[config.mk]
export PLATFORM = sky130hd
export DESIGN_NAME = distributor
export DESIGN_NICKNAME = d
export VERILOG_FILES = /design/src/rtl/distributor.sv
export SDC_FILE = /design/constraint.sdc
export NUM_CORES = 1
export LEC_CHECK = 0
export CELL_PAD_IN_SITES_DETAIL_PLACEMENT = 0
export CELL_PAD_IN_SITES_GLOBAL_PLACEMENT = 1
export CORE_UTILIZATION = 56
export DETAILED_ROUTE_END_ITERATION = 7
export DONT_BUFFER_PORTS = 1
export PLACE_DENSITY = 0.88
export SETUP_SLACK_MARGIN = 0.15
export SLEW_MARGIN = 10
export SYNTH_ARGS = -nofsm -noshare
export SYNTH_HDL_FRONTEND = slang
export SYNTH_SLANG_ARGS = --single-unit
[constraint.sdc]
create_clock -name CLK -period 9.8 [get_ports CLK]
set_input_delay 2.45 -clock CLK [delete_from_list [all_inputs] [get_ports CLK]]
set_output_delay 2.45 -clock CLK [all_outputs]
set_load 0.02 [all_outputs]
[src/rtl/distributor.sv]
// distributor_fifo: per-channel queue used by the distributor.
// Ports: push/push_data write a word, pop_ready consumes the head when valid,
//   valid/head_data present the head from registered state, full flags DEPTH words held.
// Latency: one cycle from push to valid. A pop is taken only when valid && pop_ready.
module distributor_fifo #(
  parameter int WIDTH = 32,
  parameter int DEPTH = 2
) (
  input  logic             clk,
  input  logic             rst,
  input  logic             push,
  input  logic [WIDTH-1:0] push_data,
  input  logic             pop_ready,
  output logic             valid,
  output logic [WIDTH-1:0] head_data,
  output logic             full
);
  localparam int PW = $clog2(DEPTH);
  localparam int CW = $clog2(DEPTH + 1);
  localparam logic [CW-1:0] DEPTH_C = CW'(DEPTH);

  logic [WIDTH-1:0] mem [DEPTH];
  logic [PW-1:0]    wr_ptr;
  logic [PW-1:0]    rd_ptr;
  logic [CW-1:0]    count;
  logic             pop;

  assign valid     = (count != '0);
  assign pop       = valid && pop_ready;
  assign full      = (count == DEPTH_C);
  assign head_data = mem[rd_ptr];

  // DEPTH is a power of two, so pointers wrap by natural overflow.
  // A push into a full queue is only issued together with a pop; the head is
  // read from mem before the edge, so overwriting that slot is safe.
  always_ff @(posedge clk) begin
    if (rst) begin
      for (int i = 0; i < DEPTH; i++) mem[i] <= '0;
      wr_ptr <= '0;
      rd_ptr <= '0;
      count  <= '0;
    end else begin
      if (push) begin
        mem[wr_ptr] <= push_data;
        wr_ptr      <= wr_ptr + 1'b1;
      end
      if (pop) rd_ptr <= rd_ptr + 1'b1;
      case ({push, pop})
        2'b10:   count <= count + 1'b1;
        2'b01:   count <= count - 1'b1;
        default: ;
      endcase
    end
  end
endmodule

// distributor: 1-to-N splitter; each word is routed by its embedded destination field.
// Ports: RECEIVE_* input stream, SEND_* per-channel output streams (channel i data on
//   SEND_DATA[DATA_WIDTH*i +: DATA_WIDTH]), DROPPED/DROP_COUNT report out-of-range words.
// Latency one cycle, one word per cycle; input stalls only when the head word's channel
// is full and not being drained this cycle. Out-of-range words are always accepted.
module distributor #(
  parameter int DATA_WIDTH  = 32,
  parameter int CONNECT_NUM = 3,
  parameter int DEST_LSB    = 0,
  parameter int DEST_WIDTH  = 2,
  parameter int FIFO_DEPTH  = 2
) (
  input  logic                              CLK,
  input  logic                              RST,
  input  logic                              RECEIVE_VALID,
  input  logic [DATA_WIDTH-1:0]             RECEIVE_DATA,
  output logic                              RECEIVE_READY,
  output logic [CONNECT_NUM-1:0]            SEND_VALID,
  output logic [DATA_WIDTH*CONNECT_NUM-1:0] SEND_DATA,
  input  logic [CONNECT_NUM-1:0]            SEND_READY,
  output logic                              DROPPED,
  output logic [15:0]                       DROP_COUNT
);
  // Destination is widened by one bit so it can be compared against CONNECT_NUM
  // even when CONNECT_NUM == 2**DEST_WIDTH.
  localparam int DEST_W1 = DEST_WIDTH + 1;
  localparam logic [DEST_W1-1:0] CONNECT_C = DEST_W1'(CONNECT_NUM);

  logic [DEST_W1-1:0]     dest;
  logic                   in_range;
  logic                   sel_ok;
  logic                   drop;
  logic [CONNECT_NUM-1:0] push;
  logic [CONNECT_NUM-1:0] full;

  assign dest     = {1'b0, RECEIVE_DATA[DEST_LSB +: DEST_WIDTH]};
  assign in_range = (dest < CONNECT_C);

  // Selected channel can take a word if it has room, or if it is full but its
  // head leaves this same cycle (full implies valid, so ready means a pop).
  always_comb begin
    sel_ok = 1'b0;
    for (int i = 0; i < CONNECT_NUM; i++) begin
      if (dest == DEST_W1'(i)) sel_ok = !full[i] || SEND_READY[i];
    end
  end

  assign RECEIVE_READY = in_range ? sel_ok : 1'b1;
  assign drop          = RECEIVE_VALID && !in_range;

  for (genvar g = 0; g < CONNECT_NUM; g++) begin : g_chan
    assign push[g] = RECEIVE_VALID && RECEIVE_READY && (dest == DEST_W1'(g));

    distributor_fifo #(
      .WIDTH (DATA_WIDTH),
      .DEPTH (FIFO_DEPTH)
    ) u_fifo (
      .clk       (CLK),
      .rst       (RST),
      .push      (push[g]),
      .push_data (RECEIVE_DATA),
      .pop_ready (SEND_READY[g]),
      .valid     (SEND_VALID[g]),
      .head_data (SEND_DATA[DATA_WIDTH*g +: DATA_WIDTH]),
      .full      (full[g])
    );
  end

  always_ff @(posedge CLK) begin
    if (RST) begin
      DROPPED    <= 1'b0;
      DROP_COUNT <= '0;
    end else begin
      DROPPED <= drop;
      if (drop && (DROP_COUNT != 16'hFFFF)) DROP_COUNT <= DROP_COUNT + 16'd1;
    end
  end
endmodule
==> metrics.cfg, run 1 <==
[synthesis]
ys_ff_latch = 224
yosysUniqueCellTypes = 43
synth_area_per_cell_um2 = 14.2
yosys_warnings = 0
synth_flop_cell = edfxtp_1
synth_cells = 686
synth_enable_flop_cells = 192
syn-cell-area_um2 = 9720
seq_area_frac_synth = 0.659
synthArstFlopShare = 0

[placed_design]
placed_cells = 873
postPlaceCellArea_um2 = 9920
io_buffers = 0
gp_congestion = 0.743
hpwl_um = 11800

[pwr]
p_leak_nw = 3.99
p_clk_frac = 0.380
total_power_w = 0.00221
vdd_drop_max_v = 0.000130
cellInternalPower_w = 0.00167
power_switching_w = 0.000544
combinationalPowerShare = 0.108
p_sw_frac = 0.246
power.density_nw_per_um2 = 208
power_frac_seq = 0.512

[global_route]
grt_max_degree = 45
grtUsageTotal = 0.222
antenna_found_initial = 0
grt_pass1_vias = 5358
grt_pass1_wl_um = 30100
grt.overflow.total = 0

[job]
maxCapViolations = 0

[sta]
setup_viol = 0
min_period_over_period = 0.590
rsz0062_at_grt = false
clock.fmax_mhz = 173
final.setup.tns_ns = 0
drv_slew = 0
clock_skew_ns = 0.0160
max-slew-margin-rel = 0.189
finalCriticalPeriod_ns = 5.78
hold_viol = 0
worst_pin_slew_ns = 1.21

[worst_setup_path]
crit_top_cell = o21ai_0
worstPathRequired_ns = 7.35
crit_chain = or3b_2 -> o21ai_0 -> o21ai_0
criticalPathCategory = in2out
critical-path-max-stage-delay_ns = 0.47
worst_ep_arrival_time_ns = 3.33
cp_max_fo = 3
crit_path_start_kind = input pin
crit_slowest_cell = or3b_2
cp-end-kind = output port

[cts]
cts_max_path_buffers = 3
cts_root_buf = clkbuf_16
clock_sinks = 224
clkTransAtPathRegs_ns = 0.06
cts_max_level = 1
cts_tree = yes
clk_latency_ns = 0.50
cts_resized = 0
cts_hold_buffers = 0
cts_setup_buffers = 0
cts-buffers-inserted = 23

[floorplan]
rows = 47
core-area_um2 = 16800
num_io_pins = 155
start_util = 0.580
die_area_um2 = 17900
fp.dieW_um = 134
die_height_um = 134

[layout]
fillers = 1213
post-route-util = 0.637
area_growth_syn_to_layout_pct = 9.80
finalInstanceArea_um2 = 10700
n_antenna_cell = 0
final_cells = 915
drive_gt1_frac = 0.233
final_nets = 721

[detailed_routing]
drt-total-wl_um = 19600
postRouteAntennaNets = 0
dr.pass1.iters = 7
drt_iter0_drc = 270
vias = 5228
viasPerCell = 5.71
drc = 0
avgRoutedWirePerCell_um = 21.4

[min_path]
min_path_type = reg2reg

[run_status]
status = complete, no violations

worst paths after layout:
path         slack [ns]                      start  cells after the start                          to
max                4.02              SEND_READY[1]                      3               RECEIVE_READY
min                0.50  g_chan[2].u_fifo.count[1]                      2   g_chan[2].u_fifo.count[1]
max reg2reg        6.97  g_chan[2].u_fifo.count[0]                      5  g_chan[2].u_fifo.mem[1][8]
min reg2reg        0.50  g_chan[2].u_fifo.count[1]                      2   g_chan[2].u_fifo.count[1]
stage by stage:
step / setup WS [ns] / hold slack [ns]
after global placement: 4.04 / 0.474
after floorplan: 4.07 / 0.462
final: 4.02 / 0.504
after CTS: 4.03 / 0.501
after global routing: 4.01 / 0.530
after detailed placement: 4.03 / 0.491
cell usage after synthesis (5+ instances only):
cell type,n,area [um2]
dfxtp_1,32,641
nand3_1,6,30.0
or2_2,5,31.3
xor2_1,6,52.6
xnor2_1,8,70.1
a21oi_1,13,65.1
clkbuf_1,29,109
nor2_1,22,82.6
nand2_1,6,22.5
edfxtp_1,192,5770
mux2_2,98,1100
or3_1,8,50.1
and2_1,153,957
buf_1,10,37.5
o31ai_1,5,37.5
o21ai_0,11,55.1
and3_1,33,206
layer usage:
layer / track usage / part of all wire / wire (um) / vias up
met4: 0.0492 / 0.013 / 248 / 0
met5: 0 / 0 / 0 / -
met3: 0.0537 / 0.061 / 1190 / 16
li1: - / - / - / 2456
met1: 0.278 / 0.41 / 8090 / 2600
met2: 0.388 / 0.51 / 10100 / 156
cells by family (layout without fill, tap and decap cells):
kind of cell               count (synthesis)  in the layout  share of synthesized area
AOI/OAI and AO/OA                         36             36                     0.0227
xor gates and xnor gates                  14             14                     0.0126
adders and majority gates                  4              4                    0.00515
buffers and inverters                     46             48                     0.0189
DFF                                      224            224                      0.659
muxes                                     99             99                      0.115
other                                      1              8                   0.000386
and+or+nand+nor                          262            262                      0.166
worst max-delay path, delay by kind of cell:
family           cells  cell delay [ns]
AO/OA/AOI/OAI        2             0.41
AND/OR/NAND/NOR      1             0.47
final cells by class:
type | count | area [um2] | area share
clock buffers | 28 | 614 | 0.0576
clock inverters | 13 | 113 | 0.0106
inverters | 4 | 15.0 | 0.00141
multi-input cells | 423 | 3210 | 0.301
flip-flops and latches | 224 | 6410 | 0.601
well taps | 220 | 275 | 0.0258
repair buffers | 3 | 30.0 | 0.00281
state kept, by name, indices dropped and copies added, names as in the netlist, named ones only:
name / flops
g_chan.u_fifo.wr_ptr: 3
g_chan.u_fifo.count: 6
DROPPED: 1
g_chan.u_fifo.mem: 192
DROP_COUNT: 16
g_chan.u_fifo.rd_ptr: 3
power by group through the flow:
stage	Combinational, W	Clock [W]	Sequential (W)
2_1_floorplan	0.000236	0	0.00112
3_3_place_gp	0.000237	0	0.00115
3_5_place_dp	0.000240	0	0.00116
4_1_cts	0.000241	0.000852	0.00114
5_1_grt	0.000252	0.000890	0.00114
6_report	0.000238	0.000841	0.00113
cell usage in the layout, fill, tap and decap left out, types with 2 or more instances in the layout:
cell / n
edfxtp_1: 192
clkbuf_16: 23
xor2_1: 6
nor2_1: 20
nand2_1: 6
nor4_1: 2
dfxtp_1: 29
ha_1: 4
or2_2: 5
a21oi_1: 13
buf_4: 2
o21bai_4: 3
clkinv_2: 6
inv_1: 4
xnor2_1: 8
or3_2: 2
nand4_1: 3
nand3_1: 6
or4_1: 3
or3_1: 8
nor2b_1: 3
o31ai_1: 5
clkinv_1: 4
clkbuf_8: 2
and3_1: 33
or3b_2: 2
nor3_1: 2
dfxtp_2: 3
mux2_2: 98
and2_1: 153
bufinv_16: 2
conb_1: 8
o21ai_0: 11
clkbuf_1: 3
or4_2: 2
No activity file was read; power rests on OpenSTA's default activity.
==> run 2: changes to the inputs <==
CORE_UTILIZATION = 52   (was 56)
PLACE_DENSITY = 0.83   (was 0.88)
clock period = 5.8 ns   (was 9.8 ns; I/O delays follow)
==> run 2 against run 1 <==
  * Sequential share of layout area fell by 0.22 points
  * Utilization down 4.7 points
  * Clock power rose by 74%
  * The flow now finishes with violations (design-rule violations)
  * Setup slack got worse by 2.0 ns
==> metrics.cfg, run 2 (same netlist as run 1, synthesis figures left out) <==
[floorplan]
core-area_um2 = 18100  ; was 16,800 um2
die_height_um = 139  ; was 134 um
die_area_um2 = 19200  ; was 17,900 um2
fp.dieW_um = 139  ; was 134 um
start_util = 0.535  ; was 0.580
num_io_pins = 155  ; unchanged
rows = 49  ; was 47

[cts]
cts_setup_buffers = 0  ; unchanged
cts-buffers-inserted = 24  ; was 23
cts_resized = 0  ; unchanged
clkTransAtPathRegs_ns = 0.06  ; about the same
cts_root_buf = clkbuf_16  ; unchanged
cts_tree = yes  ; unchanged
cts_hold_buffers = 0  ; unchanged
clock_sinks = 224  ; unchanged
clk_latency_ns = 0.50  ; about the same
cts_max_path_buffers = 3  ; unchanged
cts_max_level = 1  ; unchanged

[detailed_routing]
postRouteAntennaNets = 0  ; unchanged
drt-total-wl_um = 20200  ; was 19,600 um
met2_length_um = 10100  ; about the same
drt_iter0_drc = 233  ; was 270
viasPerCell = 5.63  ; was 5.71
top_layer_used = met4  ; unchanged
drc = 13  ; was 0
wl_met1_um = 8020  ; was 8090 um
dr.pass1.iters = 8  ; was 7
dr_wl_met3_um = 1620  ; was 1190 um
avgRoutedWirePerCell_um = 21.8  ; was 21.4 um
vias = 5221  ; was 5,228

[pwr]
combinationalPowerShare = 0.109  ; was 0.108
p_clk_frac = 0.385  ; was 0.380
power.density_nw_per_um2 = 353  ; was 208 nW/um2
vdd_drop_max_v = 0.000252  ; was 0.000130 V
p_sw_frac = 0.245  ; was 0.246
power_frac_seq = 0.506  ; was 0.512
p_leak_nw = 4.01  ; was 3.99 nW
cellInternalPower_w = 0.00286  ; was 0.00167 W
power_switching_w = 0.000926  ; was 0.000544 W

[worst_setup_path]
worst_ep_arrival_time_ns = 2.34  ; was 3.33 ns
worstPathRequired_ns = 4.35  ; was 7.35 ns
crit_chain = or3b_2 -> o21ai_0 -> o21ai_0  ; unchanged
worst-path-buf-inv = 0  ; unchanged
cp_max_fo = 3  ; unchanged
cp-end-kind = output port  ; unchanged
crit_path_start_kind = input pin  ; unchanged
crit_slowest_cell = or3b_2  ; unchanged
critical-path-max-stage-delay_ns = 0.46  ; was 0.47 ns
crit_top_cell = o21ai_0  ; unchanged
path_delay_family = simple AND/OR/NAND/NOR gates  ; unchanged
criticalPathCategory = in2out  ; unchanged

[sta]
worst_slack_ns = 2.01  ; was 4.02 ns
max-slew-margin-rel = 0.251  ; was 0.189
clock_skew_ns = 0.00803  ; was 0.0160 ns
hold_viol = 0  ; unchanged
worst_pin_slew_ns = 1.12  ; was 1.21 ns
rsz0062_at_grt = false  ; unchanged
min_period_over_period = 0.653
drv_slew = 0  ; unchanged
clock.fmax_mhz = 264
final.setup.tns_ns = 0  ; unchanged
setup_viol = 0  ; unchanged
finalCriticalPeriod_ns = 3.79
fin_hold_ws_ns = 0.509  ; was 0.504 ns

[layout]
final_cell_mix = 192 x edfxtp_1, 153 x and2_1, 98 x mux2_2, 33 x and3_1, 29 x dfxtp_1  ; unchanged
final_nets = 724  ; was 721
n_antenna_cell = 0  ; unchanged
top_register = g_chan.u_fifo.mem  ; unchanged
final_cells = 927  ; was 915
final_common_cell = edfxtp_1  ; unchanged
largest_reg_flops = 192  ; unchanged
drive_gt1_frac = 0.234  ; was 0.233
layout_top_registers = g_chan.u_fifo.mem: 192 flops, DROP_COUNT: 16 flops, g_chan.u_fifo.count: 6 flops  ; unchanged
area_growth_syn_to_layout_pct = 10.2  ; was 9.80%
finalInstanceArea_um2 = 10700  ; about the same

[global_route]
antenna_found_initial = 0  ; unchanged
grtUsageTotal = 0.212  ; was 0.222
grt.overflow.total = 0  ; unchanged
grt_pass1_vias = 5503  ; was 5,358
grt_pass1_wl_um = 31200  ; was 30,100 um
grt_max_degree = 45  ; unchanged

[placed_design]
placed_cells = 885  ; was 873
postPlaceCellArea_um2 = 9950  ; was 9920 um2
io_buffers = 0  ; unchanged
hpwl_um = 12800  ; was 11,800 um
gp_congestion = 0.756  ; was 0.743
dp_slack_ns = 2.01  ; was 4.03 ns

[job]
maxCapViolations = 0  ; unchanged

[run_status]
status = complete, but fails checks  ; was complete, no violations
violations = design-rule violations

[min_path]
min_path_type = reg2reg  ; unchanged

-- run 2: per-layer routing --
metal  GRT usage  vias up
met2       0.375      152
met4      0.0573        0
met5           0        -
met1       0.246     2576
met3      0.0711       33
li1            -     2460
-- run 2: stage by stage --
stage / total power, W / util
after floorplan: 0.00228 / -
final: 0.00378 / 0.590
after CTS: 0.00382 / 0.590
after global placement: 0.00235 / 0.549
after detailed placement: 0.00236 / 0.549
after global routing: 0.00390 / 0.590
-- run 2: power by group through the flow --
| stage | clock network [W] | registers [W] | logic [W] |
|---|---|---|---|
| 4_1_cts | 0.00148 | 0.00191 | 0.000417 |
| 3_5_place_dp | 0 | 0.00195 | 0.000414 |
| 2_1_floorplan | 0 | 0.00189 | 0.000398 |
| 5_1_grt | 0.00154 | 0.00193 | 0.000437 |
| 3_3_place_gp | 0 | 0.00194 | 0.000408 |
| 6_report | 0.00146 | 0.00191 | 0.000412 |
-- run 2: final timing paths --
| check | startpoint | endpoint | slack, ns | cells past startpoint |
|---|---|---|---|---|
| max | SEND_READY[0] | RECEIVE_READY | 2.01 | 3 |
| min | g_chan[0].u_fifo.count[1] | g_chan[0].u_fifo.count[1] | 0.51 | 2 |
| max reg2reg | g_chan[2].u_fifo.count[0] | g_chan[2].u_fifo.mem[1][29] | 3.15 | 5 |
| min reg2reg | g_chan[0].u_fifo.count[1] | g_chan[0].u_fifo.count[1] | 0.51 | 2 |
-- run 2: layout make-up --
| class | count | area [um2] |
|---|---|---|
| fill | 1381 | 7440 |
| sequential | 224 | 6410 |
| multi-input combinational | 423 | 3210 |
| clock buffer | 32 | 652 |
| tap | 229 | 287 |
| clock inverter | 10 | 100 |
| timing repair buffer | 5 | 37.5 |
| inverter | 4 | 15.0 |
-- run 2: worst reg2reg max path, delay by kind of cell, from the launching register on --
family | cells | cell delay, ns
AND/OR/NAND/NOR | 4 | 1.56
flip-flops | 1 | 0.40
buffers and inverters | 1 | 0.31
